===== config.mk =====
export PLATFORM = sky130hd
export DESIGN_NAME = mxv_sequencer
export DESIGN_NICKNAME = d
export VERILOG_FILES = /design/src/rtl/mxv_sequencer.sv
export SDC_FILE = /design/constraint.sdc
export NUM_CORES = 1
export LEC_CHECK = 0
export CELL_PAD_IN_SITES_DETAIL_PLACEMENT = 0
export CELL_PAD_IN_SITES_GLOBAL_PLACEMENT = 1
export CORE_UTILIZATION = 37
export CTS_CLUSTER_DIAMETER = 100
export DETAILED_ROUTE_END_ITERATION = 16
export PLACE_DENSITY_LB_ADDON = 0.1
export SKIP_CTS_REPAIR_TIMING = 1
export SYNTH_ARGS = -nofsm -noshare
export SYNTH_HDL_FRONTEND = slang
export SYNTH_SLANG_ARGS = --single-unit

===== constraint.sdc =====
create_clock -name clk -period 2 [get_ports clk]
set_clock_uncertainty 0.05 [all_clocks]
set_input_delay 0.2 -clock clk [delete_from_list [all_inputs] [get_ports clk]]
set_output_delay 0.2 -clock clk [all_outputs]
set_load 0.05 [all_outputs]

===== src/rtl/mxv_sequencer.sv =====
`default_nettype none
// ============================================================================
// Module      : mxv_sequencer
// Description : Control FSM for the matrix-vector processor. For a runtime
//               ROWS x COLS job it sequences operand pops, PE enables, per-row
//               result capture / accumulator clear, and result transmission.
//               Stalls on an empty operand FIFO and on a transmitter that is
//               not ready, waits PE_LAT cycles for the PE pipeline to drain.
// Ports       : clk, rst            - clock, async active-high reset
//               start, rows, cols   - job request and size (latched in IDLE)
//               in_empty, tx_ready  - operand FIFO empty, transmitter ready
//               pop, p_enable       - operand pop, PE multiply-accumulate
//               p_retro, push, clr  - row result capture/push, acc clear
//               pop_result,transmit - result FIFO pop, valid to transmitter
//               busy, done, err     - status (err sticky until next start)
//               row_idx, col_idx    - current row / column counters
// Revision    : 1.0 - initial release
// ============================================================================
module mxv_sequencer #(
    parameter int MAX_DIM = 8,
    parameter int PE_LAT  = 1,
    parameter int CNT_W   = $clog2(MAX_DIM + 1)
) (
    input  logic             clk,
    input  logic             rst,
    input  logic             start,
    input  logic [CNT_W-1:0] rows,
    input  logic [CNT_W-1:0] cols,
    input  logic             in_empty,
    input  logic             tx_ready,
    output logic             pop,
    output logic             p_enable,
    output logic             p_retro,
    output logic             push,
    output logic             clr,
    output logic             pop_result,
    output logic             transmit,
    output logic             busy,
    output logic             done,
    output logic             err,
    output logic [CNT_W-1:0] row_idx,
    output logic [CNT_W-1:0] col_idx
);

    localparam logic [2:0] c_IDLE    = 3'd0;
    localparam logic [2:0] c_LOAD    = 3'd1;
    localparam logic [2:0] c_OP      = 3'd2;
    localparam logic [2:0] c_DRAIN   = 3'd3;
    localparam logic [2:0] c_RESULT  = 3'd4;
    localparam logic [2:0] c_TX_POP  = 3'd5;
    localparam logic [2:0] c_TX_SEND = 3'd6;
    localparam logic [2:0] c_DONE    = 3'd7;

    // With no PE latency the drain state is bypassed entirely.
    localparam logic [2:0] c_AFTER_OP = (PE_LAT == 0) ? c_RESULT : c_DRAIN;

    localparam int                  c_WAIT_W    = (PE_LAT > 1) ? $clog2(PE_LAT) : 1;
    localparam logic [c_WAIT_W-1:0] c_WAIT_LAST = (PE_LAT > 0) ? c_WAIT_W'(PE_LAT - 1) : '0;
    localparam logic [CNT_W-1:0]    c_MAX       = CNT_W'(MAX_DIM);

    logic [2:0]          r_state;
    logic [CNT_W-1:0]    r_rows;
    logic [CNT_W-1:0]    r_cols;
    logic [CNT_W-1:0]    r_row;
    logic [CNT_W-1:0]    r_col;
    logic [CNT_W-1:0]    r_tx;
    logic [c_WAIT_W-1:0] r_wait;
    logic                r_err;

    logic [CNT_W-1:0] w_col_nxt;
    logic [CNT_W-1:0] w_row_nxt;
    logic [CNT_W-1:0] w_tx_nxt;
    logic             w_size_bad;

    assign w_col_nxt  = r_col + CNT_W'(1);
    assign w_row_nxt  = r_row + CNT_W'(1);
    assign w_tx_nxt   = r_tx + CNT_W'(1);
    assign w_size_bad = (rows == '0) || (cols == '0) || (rows > c_MAX) || (cols > c_MAX);

    always_ff @(posedge clk or posedge rst) begin
        if (rst) begin
            r_state <= c_IDLE;
            r_rows  <= '0;
            r_cols  <= '0;
            r_row   <= '0;
            r_col   <= '0;
            r_tx    <= '0;
            r_wait  <= '0;
            r_err   <= 1'b0;
        end else begin
            case (r_state)
                c_IDLE: begin
                    if (start) begin
                        r_rows <= rows;
                        r_cols <= cols;
                        r_row  <= '0;
                        r_col  <= '0;
                        r_tx   <= '0;
                        r_wait <= '0;
                        r_err  <= w_size_bad;
                        r_state <= w_size_bad ? c_DONE : c_LOAD;
                    end
                end
                c_LOAD: begin
                    if (!in_empty) r_state <= c_OP;
                end
                c_OP: begin
                    r_col <= w_col_nxt;
                    if (w_col_nxt == r_cols) begin
                        r_wait  <= '0;
                        r_state <= c_AFTER_OP;
                    end else begin
                        r_state <= c_LOAD;
                    end
                end
                c_DRAIN: begin
                    if (r_wait == c_WAIT_LAST) r_state <= c_RESULT;
                    else                       r_wait  <= r_wait + c_WAIT_W'(1);
                end
                c_RESULT: begin
                    r_row <= w_row_nxt;
                    r_col <= '0;
                    if (w_row_nxt == r_rows) begin
                        r_tx    <= '0;
                        r_state <= c_TX_POP;
                    end else begin
                        r_state <= c_LOAD;
                    end
                end
                c_TX_POP: begin
                    r_state <= c_TX_SEND;
                end
                c_TX_SEND: begin
                    if (tx_ready) begin
                        r_tx    <= w_tx_nxt;
                        r_state <= (w_tx_nxt == r_rows) ? c_DONE : c_TX_POP;
                    end
                end
                c_DONE: begin
                    r_state <= c_IDLE;
                end
                default: begin
                    r_state <= c_IDLE;
                end
            endcase
        end
    end

    // Moore decode of the state register; pop and transmit also qualify on
    // the handshake input so a stall cycle never issues a transfer.
    assign pop        = (r_state == c_LOAD) && !in_empty;
    assign p_enable   = (r_state == c_OP);
    assign p_retro    = (r_state == c_RESULT);
    assign push       = (r_state == c_RESULT);
    assign clr        = (r_state == c_RESULT);
    assign pop_result = (r_state == c_TX_POP);
    assign transmit   = (r_state == c_TX_SEND) && tx_ready;
    assign busy       = (r_state != c_IDLE);
    assign done       = (r_state == c_DONE);
    assign err        = r_err;
    assign row_idx    = r_row;
    assign col_idx    = r_col;

endmodule
`default_nettype wire


## Word-level counts from Yosys, hierarchy flattened

Index checks and enable logic that the tools add are counted.

| operators by class | value |
|---|---|
| add/sub/neg operators | 4 |
| $lt $le $gt $ge | 2 |
| equal/unequal tests | 16 |
| multiplexer cells | 19 |
| reductions and logical operators | 20 |

Operators by type and width:

| cell | count |
|---|---|
| 3-bit one-hot mux with 8 select lines | 1 |
| 4-bit one-hot mux with 3 select lines | 2 |
| 3-bit two-way mux | 6 |
| 4-bit by 1-bit adder with 4-bit output, second input constant | 3 |
| 3-bit == test, second input constant | 4 |
| 4-bit == test | 3 |
| 4-bit two-way mux | 3 |
| 3-bit nonzero test | 4 |
| 4-bit > comparator, second input constant | 2 |
| 4-bit logical NOT | 2 |
| 2-bit inequality test, second input constant | 4 |
| 4-bit one-hot mux with 2 select lines | 1 |
| 4-bit AND reduction | 2 |
| 3-bit by 2-bit == test with 1-bit output, second input constant | 2 |
| 2-bit AND reduction | 3 |
| 2-bit two-way mux | 2 |
| 2-bit by 1-bit inequality test with 1-bit output, second input constant | 2 |
| 3-bit by 1-bit == test with 1-bit output, second input constant | 1 |
| 3-bit logical NOT | 1 |
| 1-bit logical OR | 3 |
| 1-bit two-way mux | 3 |
| 1-bit one-hot mux with 3 select lines | 1 |
| 3-bit AND reduction | 1 |
| 1-bit logical AND | 2 |
| 3 further kinds | 3 |

| storage, ports and cells | value |
|---|---|
| bits in registers | 25 |
| input port bits | 13 |
| output and inout bits | 18 |
| logic and storage cells | 69 |

## Depth between registers and ports, before layout

Gate-level depths: netlist of the first run.

| depth | value |
|---|---|
| word-level depth | 7 |
| mapped depth | 7 |
| depth with buffers taken out | 6 |

## Least setup slack after synthesis of the first run

No wires, ideal clock.

| timing path | value |
|---|---|
| kind | register -> output |
| from | reg r_state[0] |
| to | out pop |
| arrival time | 2.488 ns |
| required time | 1.750 ns |
| setup slack | -0.738 ns |
| cell stages (with the launch flop) | 4 |
| buffers on the path | 2 |
| cells stage by stage | dfrtp_1 -> clkbuf_1 -> clkbuf_1 -> nor4b_1 |

| on the way | value |
|---|---|
| longest elaborated chain between the ends | 2 |

RTL lines:

| item | line | text |
|---|---|---|
| from (decl) | 61 | `logic [2:0] r_state;` |
| from (signal assigned) | 82 | `r_state <= c_IDLE;` |
| from (signal assigned) | 101 | `r_state <= w_size_bad ? c_DONE : c_LOAD;` |
| from (signal assigned) | 105 | `if (!in_empty) r_state <= c_OP;` |
| 3-bit by 1-bit == test with 1-bit output | 151 | `assign pop = (r_state == c_LOAD) && !in_empty;` |
| 1-bit logical AND | 151 |  |
| to (decl) | 31 | `output logic pop,` |

No other way between the ends.

## Worst setup path in the final report of the first run

| timing path | value |
|---|---|
| from | reg r_row[0] (netlist: row_idx[0]) |
| to | reg r_tx[2] |

| on the way | value |
|---|---|
| longest elaborated chain between the ends | 4 |

RTL lines:

| item | line | text |
|---|---|---|
| from (decl) | 64 | `logic [CNT_W-1:0] r_row;` |
| from (signal assigned) | 121 | `r_row <= w_row_nxt;` |
| 4-bit by 1-bit adder with 4-bit output | 76 | `assign w_row_nxt = r_row + CNT_W'(1);` |
| 4-bit == test | 123 | `if (w_row_nxt == r_rows) begin` |
| 2-bit by 1-bit inequality test with 1-bit output (no line) | n/a |  |
| 4-bit AND reduction (no line) | n/a |  |
| to (signal assigned) | 135 | `r_tx <= w_tx_nxt;` |
| to (decl) | 66 | `logic [CNT_W-1:0] r_tx;` |

No other way between the ends.
A chain may end at the register's enable or synchronous reset.

==> results.sh, run 1 <==
export IMPL_status="complete, no violations"
export IMPL_synth_top_area_share_pct=40.00
export IMPL_final_hold_viol_count=0
export IMPL_ys_seq_area_share_pct=40.00
export IMPL_rsz0062_at_grt="false"
export IMPL_hold_path_class="in -> async"
export IMPL_cts_sinks=24
export IMPL_avgSynthCellArea_sq_um=8.531
export IMPL_area_growth_pct=34.67
export IMPL_wl_per_cell_um=13.44
export IMPL_drive_gt1_share_pct=14.42
export IMPL_path_class="reg -> reg"
export IMPL_reg2reg_depth=6
export IMPL_regToRegSetupSlack_ns=0.13
export IMPL_initial_core_util_pct=39.81
export IMPL_vdd_drop_max_v=0.0009780
export IMPL_multi_input_area_sq_um=829.5
export IMPL_yosys_top_cells_area="dfrtp_1 40%, nand2_1 9.2%, xnor2_1 5.8%, xor2_1 4.1%, nor2_1 3.5%"
export IMPL_clock_root_buffer="clkbuf_8"
export IMPL_coreArea_sq_um=3771
export IMPL_io_buffers=30
export IMPL_met2_usage_pct=27.42
export IMPL_arrival_ns=1.98
export IMPL_startpoint_type="register"
export IMPL_synth_cell_types=44
export IMPL_cts_max_path_buffers=2
export IMPL_synth_edf_count=0
export IMPL_nets=225
export IMPL_cts_inserted_buffers=3
export IMPL_grtUsageMet1_pct=24.46
export IMPL_htreeDepth=1
export IMPL_leakagePower_nw=0.9269
export IMPL_fin_crit_ns=1.870
export IMPL_ant_nets=0
export IMPL_gp_congestion=0.7907
export IMPL_die_h_um=65.70
export IMPL_grt_max_degree=25
export IMPL_synth_commonest_cells="37 x nand2_1, 24 x dfrtp_1, 14 x nor2_1, 10 x xnor2_1, 9 x o21ai_0"
export IMPL_insertion_delay_ns=0.27
export IMPL_async_flop_share_pct=100.0
export IMPL_synth_top_area_cell="dfrtp_1"
export IMPL_pwr_density_cell_nw_per_um2=1668
export IMPL_worst_path_max_fanout=6
export IMPL_ys_ff_latch=24
export IMPL_synth_most_common_cell="nand2_1"
export IMPL_dieWidth_um=65.70
export IMPL_holdWs_ns=0.2217
export IMPL_overflow=0
export IMPL_top_usage_layer="met2"
export IMPL_row_count=22
export IMPL_vias_per_cell=5.055
export IMPL_yosys_warnings=0
export IMPL_track_usage_pct=17.79
export IMPL_grtUsageMet3_pct=2.951
export IMPL_drc=0
export IMPL_finalWirelength_um=3440
export IMPL_setup_viol=0
export IMPL_crit_path_end_kind="register"
export IMPL_dp_cells=252
export IMPL_finalCritPeriodShare_pct=93.51
export IMPL_ys_flop_type="dfrtp_1"
export IMPL_hpwlAfterDp_um=2600
export IMPL_final_area_sq_um=2022
export IMPL_r2r_start="row_idx[0]"
export IMPL_grt_antenna_before_repair=0
export IMPL_vias=1294
export IMPL_fin_cells=256
export IMPL_synth_area_sq_um=1501
export IMPL_syn_num_nets=192
export IMPL_finalMaxSlewViolations=0
export IMPL_dieArea_sq_um=4316
export IMPL_drt_iter0_drc=65
export IMPL_fill_cells=349
export IMPL_final_util_pct=53.62
export IMPL_worstPathRequired_ns=2.11
export IMPL_firstDrtPassIters=4
export IMPL_r2r_end="r_tx[2]"
export IMPL_clk_pin_slew_ns=0.09
export IMPL_max_slew_margin_rel_pct=65.89
export IMPL_antenna_cells=0
export IMPL_seq_area_sq_um=603.1
export IMPL_drv_cap=0
export IMPL_cts_tree="yes"
export IMPL_grt_first_pass_wirelength_um=5837
export IMPL_place_area_sq_um=1977
export IMPL_worst_pin_slew_ns=0.5101
export IMPL_io_pins=31
export IMPL_syn_inst=176
export IMPL_fmax_ghz=0.5347
export IMPL_grt_pass1_vias=1259
## critical path, stage by stage (launching register included)
cell	delay, ns
dfrtp_2	0.45
ha_1	0.25
xor2_1	0.19
xnor2_1	0.13
and4_4	0.26
o21ai_2	0.09
a221o_1	0.35
## layout make-up
type                    count  share of cell area (%)
multi-input cells         134                   41.03
flip-flops and latches     24                   29.83
repair buffers             39                   22.65
well taps                  48                   2.970
clock buffers               4                   2.228
inverters                   7                   1.300
## where the power goes
group	internal (W)	leakage, nW	switching (W)	total [W]
combinational	0.000946	0.595	0.00119	0.00213
clock	0.000142	0.0228	0.000155	0.000298
sequential	0.000682	0.309	0.000261	0.000943
## routing by layer
metal / part of all wire (%) / wire (um)
met1: 51 / 1753
met2: 45 / 1540
met3: 3.1 / 107
met4: 1.1 / 38
met5: 0 / 0
## kinds of logic (layout without fill, tap and decap cells)
| group | Yosys count | count (layout) | share of synthesized area, % |
|---|---|---|---|
| AND/OR/NAND/NOR | 77 | 77 | 23.67 |
| adder cells (fa/ha/maj) | 3 | 3 | 2.500 |
| multiplexers | 3 | 3 | 2.167 |
| flip-flops | 24 | 24 | 40.00 |
| buffers and inverters | 18 | 50 | 5.167 |
| XOR/XNOR | 18 | 18 | 11.50 |
| AO/OA/AOI/OAI | 33 | 33 | 15.00 |
## stage by stage
stage | total power (W) | TNS, ns | setup slack (ns)
6_report | 0.003372 | 0 | 0.1298
5_1_grt | 0.003618 | 0 | 0.02854
4_1_cts | 0.003402 | 0 | 0.1186
3_5_place_dp | 0.003091 | 0 | 0.08916
3_3_place_gp | 0.003064 | 0 | 0.1561
2_1_floorplan | 0.002345 | -0.03639 | -0.03639
## registers in the layout, indices dropped and copies added, names as in the netlist
register / count
r_cols: 4
r_rows: 4
col_idx: 4
row_idx: 4
err: 1
r_state: 3
r_tx: 4
## cells in the final DEF, fill, tap and decap left out, drive strengths merged, types with 2 or more instances in the layout
master / n
nand2: 38
dfrtp: 24
clkdlybuf4s50: 21
buf: 18
nor2: 15
o21ai: 13
xnor2: 10
inv: 7
xor2: 7
nand3: 5
a21oi: 4
clkbuf: 4
nor3: 3
a22o: 3
nor2b: 3
nor4: 3
and3: 3
ha: 3
mux2: 2
o31a: 2
## worst max-delay path by stage
stage	start	endpoint	slack, ns	depth (start not counted)
after global routing	row_idx[0]	r_tx[2]	0.03	6
after detailed placement	cols[0]	r_state[1]	0.09	6
after CTS	row_idx[0]	r_tx[2]	0.12	6
final	row_idx[0]	r_tx[2]	0.13	6
after global placement	cols[0]	r_state[1]	0.16	6
after floorplan	r_state[0]	pop	-0.04	3
(Power assumes the default switching activity.)
==> run 2: changes to the inputs <==
ABC_CLOCK_PERIOD_IN_PS = 2000   (was not set)
==> results of run 2 <==
No change in the layout: final DEF, timing and power equal those of run 1.
==> run 3: changes to the inputs <==
CTS_CLUSTER_DIAMETER = 50   (was 100)
==> results of run 3 <==
No change in the layout: final DEF, timing and power equal those of run 1.
